## config.mk

```make
export PLATFORM = sky130hd
export DESIGN_NAME = neuron_mac
export DESIGN_NICKNAME = d
export VERILOG_FILES = /design/src/rtl/neuron_pkg.sv /design/src/rtl/neuron_activator.sv /design/src/rtl/neuron_mac.sv
export SDC_FILE = /design/constraint.sdc
export NUM_CORES = 2
export LEC_CHECK = 0
export BUFFER_PORTS_ARGS = -buffer_cell sky130_fd_sc_hd__buf_2
export CORE_AREA = 2 2 357 501
export DETAILED_ROUTE_END_ITERATION = 12
export DIE_AREA = 0 0 359 503
export PLACE_DENSITY = 0.59
export SLEW_MARGIN = 10
export SYNTH_ARGS = -nofsm -noshare
export SYNTH_HDL_FRONTEND = slang
export SYNTH_HIERARCHICAL = 1
export SYNTH_SLANG_ARGS = --single-unit
```

## constraint.sdc

```tcl
create_clock -name clock -period 16.8 [get_ports clock]
set_clock_uncertainty 0.1 [all_clocks]
set_input_delay 0 -clock clock [delete_from_list [all_inputs] [get_ports clock]]
set_output_delay 0 -clock clock [all_outputs]
set_load 0.005 [all_outputs]
```

## src/rtl/neuron_pkg.sv

```systemverilog
// Shared types and width helpers for the fixed-point neuron datapath.
package neuron_pkg;

    typedef enum logic [1:0] {relu, identity, leaky_relu} activation_type;

    typedef enum logic [1:0] {waiting, computing, activating, done} state_t;

    // Wide enough for NUM_INPUTS full-scale products plus sign, so the sum cannot wrap.
    function automatic int acc_width(input int data_width, input int num_inputs);
        return 2 * data_width + $clog2(num_inputs) + 1;
    endfunction

    function automatic int idx_width(input int n);
        return (n > 1) ? $clog2(n) : 1;
    endfunction

endpackage

```

## src/rtl/neuron_activator.sv

```systemverilog
// Combinational: bias add, Q-format rescale (floor), activation, saturation.
// Zero latency; no flow control.
module neuron_activator
    import neuron_pkg::*;
#(
    parameter int             DATA_WIDTH = 16,
    parameter int             FRAC_BITS  = 8,
    parameter int             ACC_WIDTH  = 37,
    parameter activation_type ACTIVATION = relu
) (
    input  logic signed [ACC_WIDTH-1:0]  acc,
    input  logic signed [DATA_WIDTH-1:0] bias,
    output logic signed [DATA_WIDTH-1:0] result,
    output logic                         saturated
);

    localparam int W = ACC_WIDTH + 1;
    localparam logic signed [W-1:0] MAX_V = {{(W-DATA_WIDTH+1){1'b0}}, {(DATA_WIDTH-1){1'b1}}};
    localparam logic signed [W-1:0] MIN_V = {{(W-DATA_WIDTH+1){1'b1}}, {(DATA_WIDTH-1){1'b0}}};

    logic signed [W-1:0] acc_x;
    logic signed [W-1:0] bias_x;
    logic signed [W-1:0] sum;
    logic signed [W-1:0] r;
    logic signed [W-1:0] act;

    always_comb begin
        acc_x  = {acc[ACC_WIDTH-1], acc};
        bias_x = {{(W-DATA_WIDTH){bias[DATA_WIDTH-1]}}, bias};
        sum    = acc_x + (bias_x <<< FRAC_BITS);
        r      = sum >>> FRAC_BITS;
        act    = r;
        case (ACTIVATION)
            relu:       act = r[W-1] ? '0 : r;
            leaky_relu: act = r[W-1] ? (r >>> 3) : r;
            default:    act = r;
        endcase
        result    = act[DATA_WIDTH-1:0];
        saturated = 1'b0;
        if (act > MAX_V) begin
            result    = MAX_V[DATA_WIDTH-1:0];
            saturated = 1'b1;
        end else if (act < MIN_V) begin
            result    = MIN_V[DATA_WIDTH-1:0];
            saturated = 1'b1;
        end
    end

endmodule

```

## src/rtl/neuron_mac.sv

```systemverilog
// Single neuron: LANES multiply-accumulates per cycle, then activation; result valid NUM_INPUTS/LANES+1 edges after accept.
// Holds out/saturated in done until output_accept; input_ready only while waiting.
module neuron_mac
    import neuron_pkg::*;
#(
    parameter int             DATA_WIDTH = 16,
    parameter int             FRAC_BITS  = 8,
    parameter int             NUM_INPUTS = 16,
    parameter int             LANES      = 4,
    parameter activation_type ACTIVATION = relu
) (
    input  logic                                   clock,
    input  logic                                   reset,
    input  logic                                   input_valid,
    output logic                                   input_ready,
    input  logic [NUM_INPUTS-1:0][DATA_WIDTH-1:0]  inputs,
    input  logic                                   weight_write,
    input  logic [idx_width(NUM_INPUTS)-1:0]       weight_address,
    input  logic signed [DATA_WIDTH-1:0]           weight_data,
    input  logic                                   bias_write,
    input  logic signed [DATA_WIDTH-1:0]           bias_data,
    output logic signed [DATA_WIDTH-1:0]           out,
    output logic                                   output_valid,
    input  logic                                   output_accept,
    output logic                                   saturated
);

    localparam int CHUNKS = NUM_INPUTS / LANES;
    localparam int ACC_W  = acc_width(DATA_WIDTH, NUM_INPUTS);
    localparam int IW     = idx_width(NUM_INPUTS);
    localparam int CW     = idx_width(CHUNKS);

    if ((NUM_INPUTS % LANES) != 0 || LANES < 1 || LANES > NUM_INPUTS) begin : g_bad_lanes
        $error("neuron_mac: LANES must divide NUM_INPUTS and lie in 1..NUM_INPUTS");
    end

    state_t                       state;
    state_t                       state_nxt;
    logic signed [DATA_WIDTH-1:0] weights [NUM_INPUTS];
    logic signed [DATA_WIDTH-1:0] data_q  [NUM_INPUTS];
    logic signed [DATA_WIDTH-1:0] bias;
    logic signed [ACC_W-1:0]      acc;
    logic signed [ACC_W-1:0]      chunk_sum;
    logic [CW-1:0]                chunk;
    logic signed [DATA_WIDTH-1:0] act_result;
    logic                         act_sat;
    logic                         accept;
    logic [IW-1:0]                idx;
    logic signed [2*DATA_WIDTH-1:0] prod;

    assign input_ready  = (state == waiting);
    assign output_valid = (state == done);
    assign accept       = input_valid && input_ready;

    always_comb begin
        state_nxt = state;
        case (state)
            waiting:    if (input_valid) state_nxt = computing;
            computing:  if (chunk == CW'(CHUNKS - 1)) state_nxt = activating;
            activating: state_nxt = done;
            done:       if (output_accept) state_nxt = waiting;
            default:    state_nxt = waiting;
        endcase
    end

    always_ff @(posedge clock or posedge reset) begin
        if (reset) state <= waiting;
        else       state <= state_nxt;
    end

    // Elements chunk*LANES .. chunk*LANES+LANES-1 of the latched vector.
    always_comb begin
        chunk_sum = '0;
        idx       = '0;
        prod      = '0;
        for (int l = 0; l < LANES; l++) begin
            idx       = IW'(int'(chunk) * LANES + l);
            prod      = (2*DATA_WIDTH)'(weights[idx]) * (2*DATA_WIDTH)'(data_q[idx]);
            chunk_sum = chunk_sum + ACC_W'(prod);
        end
    end

    always_ff @(posedge clock or posedge reset) begin
        if (reset) begin
            for (int j = 0; j < NUM_INPUTS; j++) begin
                weights[j] <= '0;
                data_q[j]  <= '0;
            end
            bias      <= '0;
            acc       <= '0;
            chunk     <= '0;
            out       <= '0;
            saturated <= 1'b0;
        end else begin
            // Writes landing on the acceptance edge are visible to that computation.
            if (state == waiting) begin
                if (weight_write) weights[weight_address] <= weight_data;
                if (bias_write)   bias <= bias_data;
            end
            if (accept) begin
                for (int j = 0; j < NUM_INPUTS; j++) data_q[j] <= inputs[j];
                acc   <= '0;
                chunk <= '0;
            end else if (state == computing) begin
                acc   <= acc + chunk_sum;
                chunk <= chunk + 1'b1;
            end
            if (state == activating) begin
                out       <= act_result;
                saturated <= act_sat;
            end
        end
    end

    neuron_activator #(
        .DATA_WIDTH (DATA_WIDTH),
        .FRAC_BITS  (FRAC_BITS),
        .ACC_WIDTH  (ACC_W),
        .ACTIVATION (ACTIVATION)
    ) u_activator (
        .acc       (acc),
        .bias      (bias),
        .result    (act_result),
        .saturated (act_sat)
    );

endmodule
```

==> results of run 1 <==
[stage by stage]
step                setup slack [ps]  utilization
detailed placement              5730        0.417
floorplan                        302            -
CTS                             5630        0.461
global placement                5840        0.417
[cells by family after synthesis]
logic type                 Yosys count  share of synthesized area
DFF                                586                      0.209
adders and majority gates         1682                      0.444
buffers and inverters             1728                     0.0950
xor gates and xnor gates            53                    0.00662
muxes                              441                     0.0905
AOI/OAI and AO/OA                  240                     0.0237
other                                1                  0.0000535
and+or+nand+nor                   2030                      0.131
[synthesized netlist by cell type (10+ instances only)]
cell      count  area (um^2)
nor2_1      108          405
and2_1      485         3030
xnor2_1      35          307
mux4_2      125         2820
mux2i_1      22          220
nand2b_1     39          244
a31oi_1      23          144
ha_1        342         4280
mux2_2      290         3270
inv_1      1443         5420
buf_2        91          455
o21a_1       15          113
o21ai_0      40          200
fa_1       1340        26800
o21ai_1      10         50.1
xor2_1       18          158
nand2_1    1301         4880
a21o_1       15          113
a21oi_1      53          265
clkbuf_1    173          649
buf_1        10         37.5
dfrtp_1     586        14700
nand4_1      12         75.1
nand3b_1     13         97.6
nand3_1      11         55.1
nor3_1       16         80.1
[per-layer routing]
layer,GRT overflow,GRT usage
met1,0,0.245
met2,4,0.465
met3,0,0.0284
met4,1,0.189
met5,0,0.000265
==> impl_metrics.ini, run 1 <==
[yosys]
synthCells = 6761
synth.cell_area_um2 = 70100
synthDistinctLibCells = 87
avgSynthCellArea_um2 = 10.4
async_reset_ff_frac = 1.00
yosysSeqAreaShare = 0.209
syn_nets = 8741
synth_ff_type = dfrtp_1
yosys_register_bits = 586
yosysWarnings = 6
synth-edff-count = 0

[global_route]
grt_use_total = 0.246
grt_max_degree = 217
overflow = 5
grt_pass1_wl_um = 334000
grt_pass1_vias = 58700

[clock_tree]
cts_sinks = 586
clockBufferDepth = 3
clockRootBuffer = clkbuf_16
cts_made_buffers = 59
cts_hold_buffers = 569
htreeDepth = 2
cts-resized-gates = 0
post_cts_buffers = 0

[run_status]
status = aborted with a tool error
firstError = [ERROR GRT-0116] Global routing finished with congestion. Check the congestion regions in the DRC Viewer.
haltStage = global routing

[placement]
place_area_um2 = 73600
port_buffers = 316
dp.cells = 9131
dp_hpwl_um = 164000
gp_congestion = 0.896

[die]
chipHeight_um = 503
rows = 183
pin_count = 317
die_w_um = 359
start_util = 0.397
==> run 2: changes to the inputs <==
--- a/config.mk
+++ b/config.mk
@@ -6,10 +6,10 @@
 export NUM_CORES = 2
 export LEC_CHECK = 0
 export BUFFER_PORTS_ARGS = -buffer_cell sky130_fd_sc_hd__buf_2
-export CORE_AREA = 2 2 357 501
+export CORE_AREA = 2 2 533 535
 export DETAILED_ROUTE_END_ITERATION = 12
-export DIE_AREA = 0 0 359 503
-export PLACE_DENSITY = 0.59
+export DIE_AREA = 0 0 535 537
+export PLACE_DENSITY_LB_ADDON = 0.15
 export SLEW_MARGIN = 10
 export SYNTH_ARGS = -nofsm -noshare
 export SYNTH_HDL_FRONTEND = slang
==> constraint.sdc (replaced) <==
create_clock -name clock -period 21.8 [get_ports clock]
set_clock_uncertainty 0.1 [all_clocks]
set_input_delay 0 -clock clock [delete_from_list [all_inputs] [get_ports clock]]
set_output_delay 0 -clock clock [all_outputs]
set_load 0.005 [all_outputs]
==> run 2 against run 1 <==
The run now ends clean. Synthesized cell count did not move. Area after synthesis unchanged.
==> impl_metrics.ini, run 2 <==
[run_status]
status = completed

[timing]
max_freq_mhz = 84.5
maxSlewViolCount = 0
period_share = 0.543
tightestPinTransition_ps = 1110
min_period_ps = 11840
hold_viol = 0
finalSetupTns_ps = 0
fin_hold_ws_ps = 37.2
finalSetupViolCount = 0
relSlewSlack = 0.263
grt_setup_unrepaired = false

[yosys]
synth-adder-area-share = 0.444
yosys.area_share.simple = 0.131
synth.cell_area_um2 = 70100
syn_nets = 8741
synth.area.top_cells = fa_1 38%, dfrtp_1 21%, inv_1 7.7%
synth_ff_type = dfrtp_1
async_reset_ff_frac = 1.00
synth_top_area_frac = 0.383
synth-compound-area-share = 0.0237
avgSynthCellArea_um2 = 10.4
synthTopCellsByCount = 1443 x inv_1, 1340 x fa_1, 1301 x nand2_1
synthCells = 6761
yosysSeqAreaShare = 0.209
yosysMostFrequentCell = inv_1
synth_xor_area_frac = 0.00662
synthDistinctLibCells = 87
synth-edff-count = 0
yosys_register_bits = 586
yosys.area.top_type = fa_1
yosysWarnings = 6
synth_mux_area_frac = 0.0905
synth_top_family_by_area = adder cells

[die]
pin_count = 317
core_area_um2 = 281000
die_w_um = 535
start_util = 0.249
fp.dieArea_um2 = 287000
chipHeight_um = 537
rows = 195

[critical_path]
required_ps = 22300
worstRegToRegCells = 29
critPathSlowestCell = mux4_2
worst_setup_path_end_kind = flop
cpMostUsedCell = fa_1
critPathKind = reg -> reg
critPathLaunchType = flop
worst_path_largest_cell_delay_ps = 820
critPathMaxFanout = 59
arrival_ps = 12340

[detailed_routing]
drc = 0
ant_nets = 0
vias = 48300
drt_iter0_drc = 2180
drt_first_pass_iters = 7
drt-wirelength-per-cell_um = 20.6
wirelength_um = 233000
vias_per_cell = 4.27

[run]
max_cap_violations = 0

[final_layout]
design_area_um2 = 83900
mostFrequentLayoutCell = inv_1
layout-drive-gt1-share = 0.125
largestRegisters = data_q x256, weights x256, acc x37
areaGrowthSynthToFinish_pct = 19.7
mostFrequentLayoutCells = 1442 x inv_1, 1340 x fa_1, 1300 x nand2_1, 584 x dfrtp_1, 567 x dlygate4sd3_1
final_nets = 9462

[placement]
gp_congestion = 0.833
port_buffers = 316
place_area_um2 = 75600
dp_hpwl_um = 190000

[global_route]
grt_max_degree = 188
antenna_found_initial = 22
grt_use_total = 0.167
overflow = 0
grt_pass1_vias = 55200
grt_pass1_wl_um = 356000

[clock_tree]
cts_sinks = 586
cts_made_buffers = 78
clockRootBuffer = clkbuf_16
cts_tree = done
clockBufferDepth = 3
clk-insertion-delay-late_ps = 730
cts-resized-gates = 0
htreeDepth = 3
clk_pin_slew_ps = 60

[hold_path]
min_path_cells = 4
holdCritPathClass = in -> reg
## run 2: cell counts after synthesis
Identical to the previous run, type by type.
## run 2: routing by layer
| metal | vias to the layer above | GRT usage | share of wire |
|---|---|---|---|
| met5 | - | 0 | 0 |
| met4 | 0 | 0.0379 | 0.025 |
| met3 | 160 | 0.0149 | 0.028 |
| met2 | 795 | 0.310 | 0.53 |
| met1 | 25600 | 0.207 | 0.42 |
| li1 | 21700 | - | - |
## run 2: logic make-up after synthesis
family | after synthesis
AOI/OAI and AO/OA | 240
xor gates and xnor gates | 53
adders and majority gates | 1682
buffers and inverters | 1728
DFF | 586
muxes | 441
other | 1
and+or+nand+nor | 2030
## run 2: worst paths after layout
kind	startpoint	end	slack, ps
max	chunk[0]$_DFFE_PP0P_	acc[36]$_DFFE_PP0P_	9960
min	inputs[9]	data_q[249]$_DFFE_PP0P_	40
max reg2reg	chunk[0]$_DFFE_PP0P_	acc[36]$_DFFE_PP0P_	9960
min reg2reg	data_q[179]$_DFFE_PP0P_	data_q[179]$_DFFE_PP0P_	370
max in group asynchronous	reset	weights[5]$_DFFE_PP0P_	18830
min in group asynchronous	reset	state[0]$_DFFE_PP0P_	500
## run 2: area by class of cell
| class | instances | area [um^2] |
|---|---|---|
| flip-flops and latches | 586 | 14700 |
| diodes | 23 | 57.6 |
| clock buffers | 105 | 2200 |
| multi-input cells | 4447 | 48800 |
| repair buffers | 926 | 7650 |
| inverters | 1443 | 5420 |
| fillers | 29300 | 197000 |
| well taps | 3743 | 4680 |
| clock inverters | 32 | 428 |
## run 2: through the flow
| stage | setup WS, ps | util | cells |
|---|---|---|---|
| global route | 9340 | 0.298 | 11300 |
| detailed placement | 9770 | 0.269 | 10600 |
| floorplan | 5300 | - | 6761 |
| CTS | 9780 | 0.298 | 11300 |
| global placement | 9790 | 0.269 | 10600 |
| finish | 9960 | 0.298 | 11300 |
## run 2: what timing repair did
item,in CTS,in global routing
endpoints found under the hold margin,653,0
hold buffers,567,0
buffers inserted,0,0
## run 2: critical path, delay by kind of cell (launching register included)
family / cells / cell delay (ps)
AO/OA/AOI/OAI: 5 / 1400
adder cells (fa/ha/maj): 11 / 5500
AND/OR/NAND/NOR: 4 / 840
flip-flops: 1 / 700
multiplexers: 1 / 820
buffers and inverters: 8 / 2180
Power of run 2 is not shown: default switching activity piles up to over one toggle a cycle in this logic, so the estimate is an artifact.
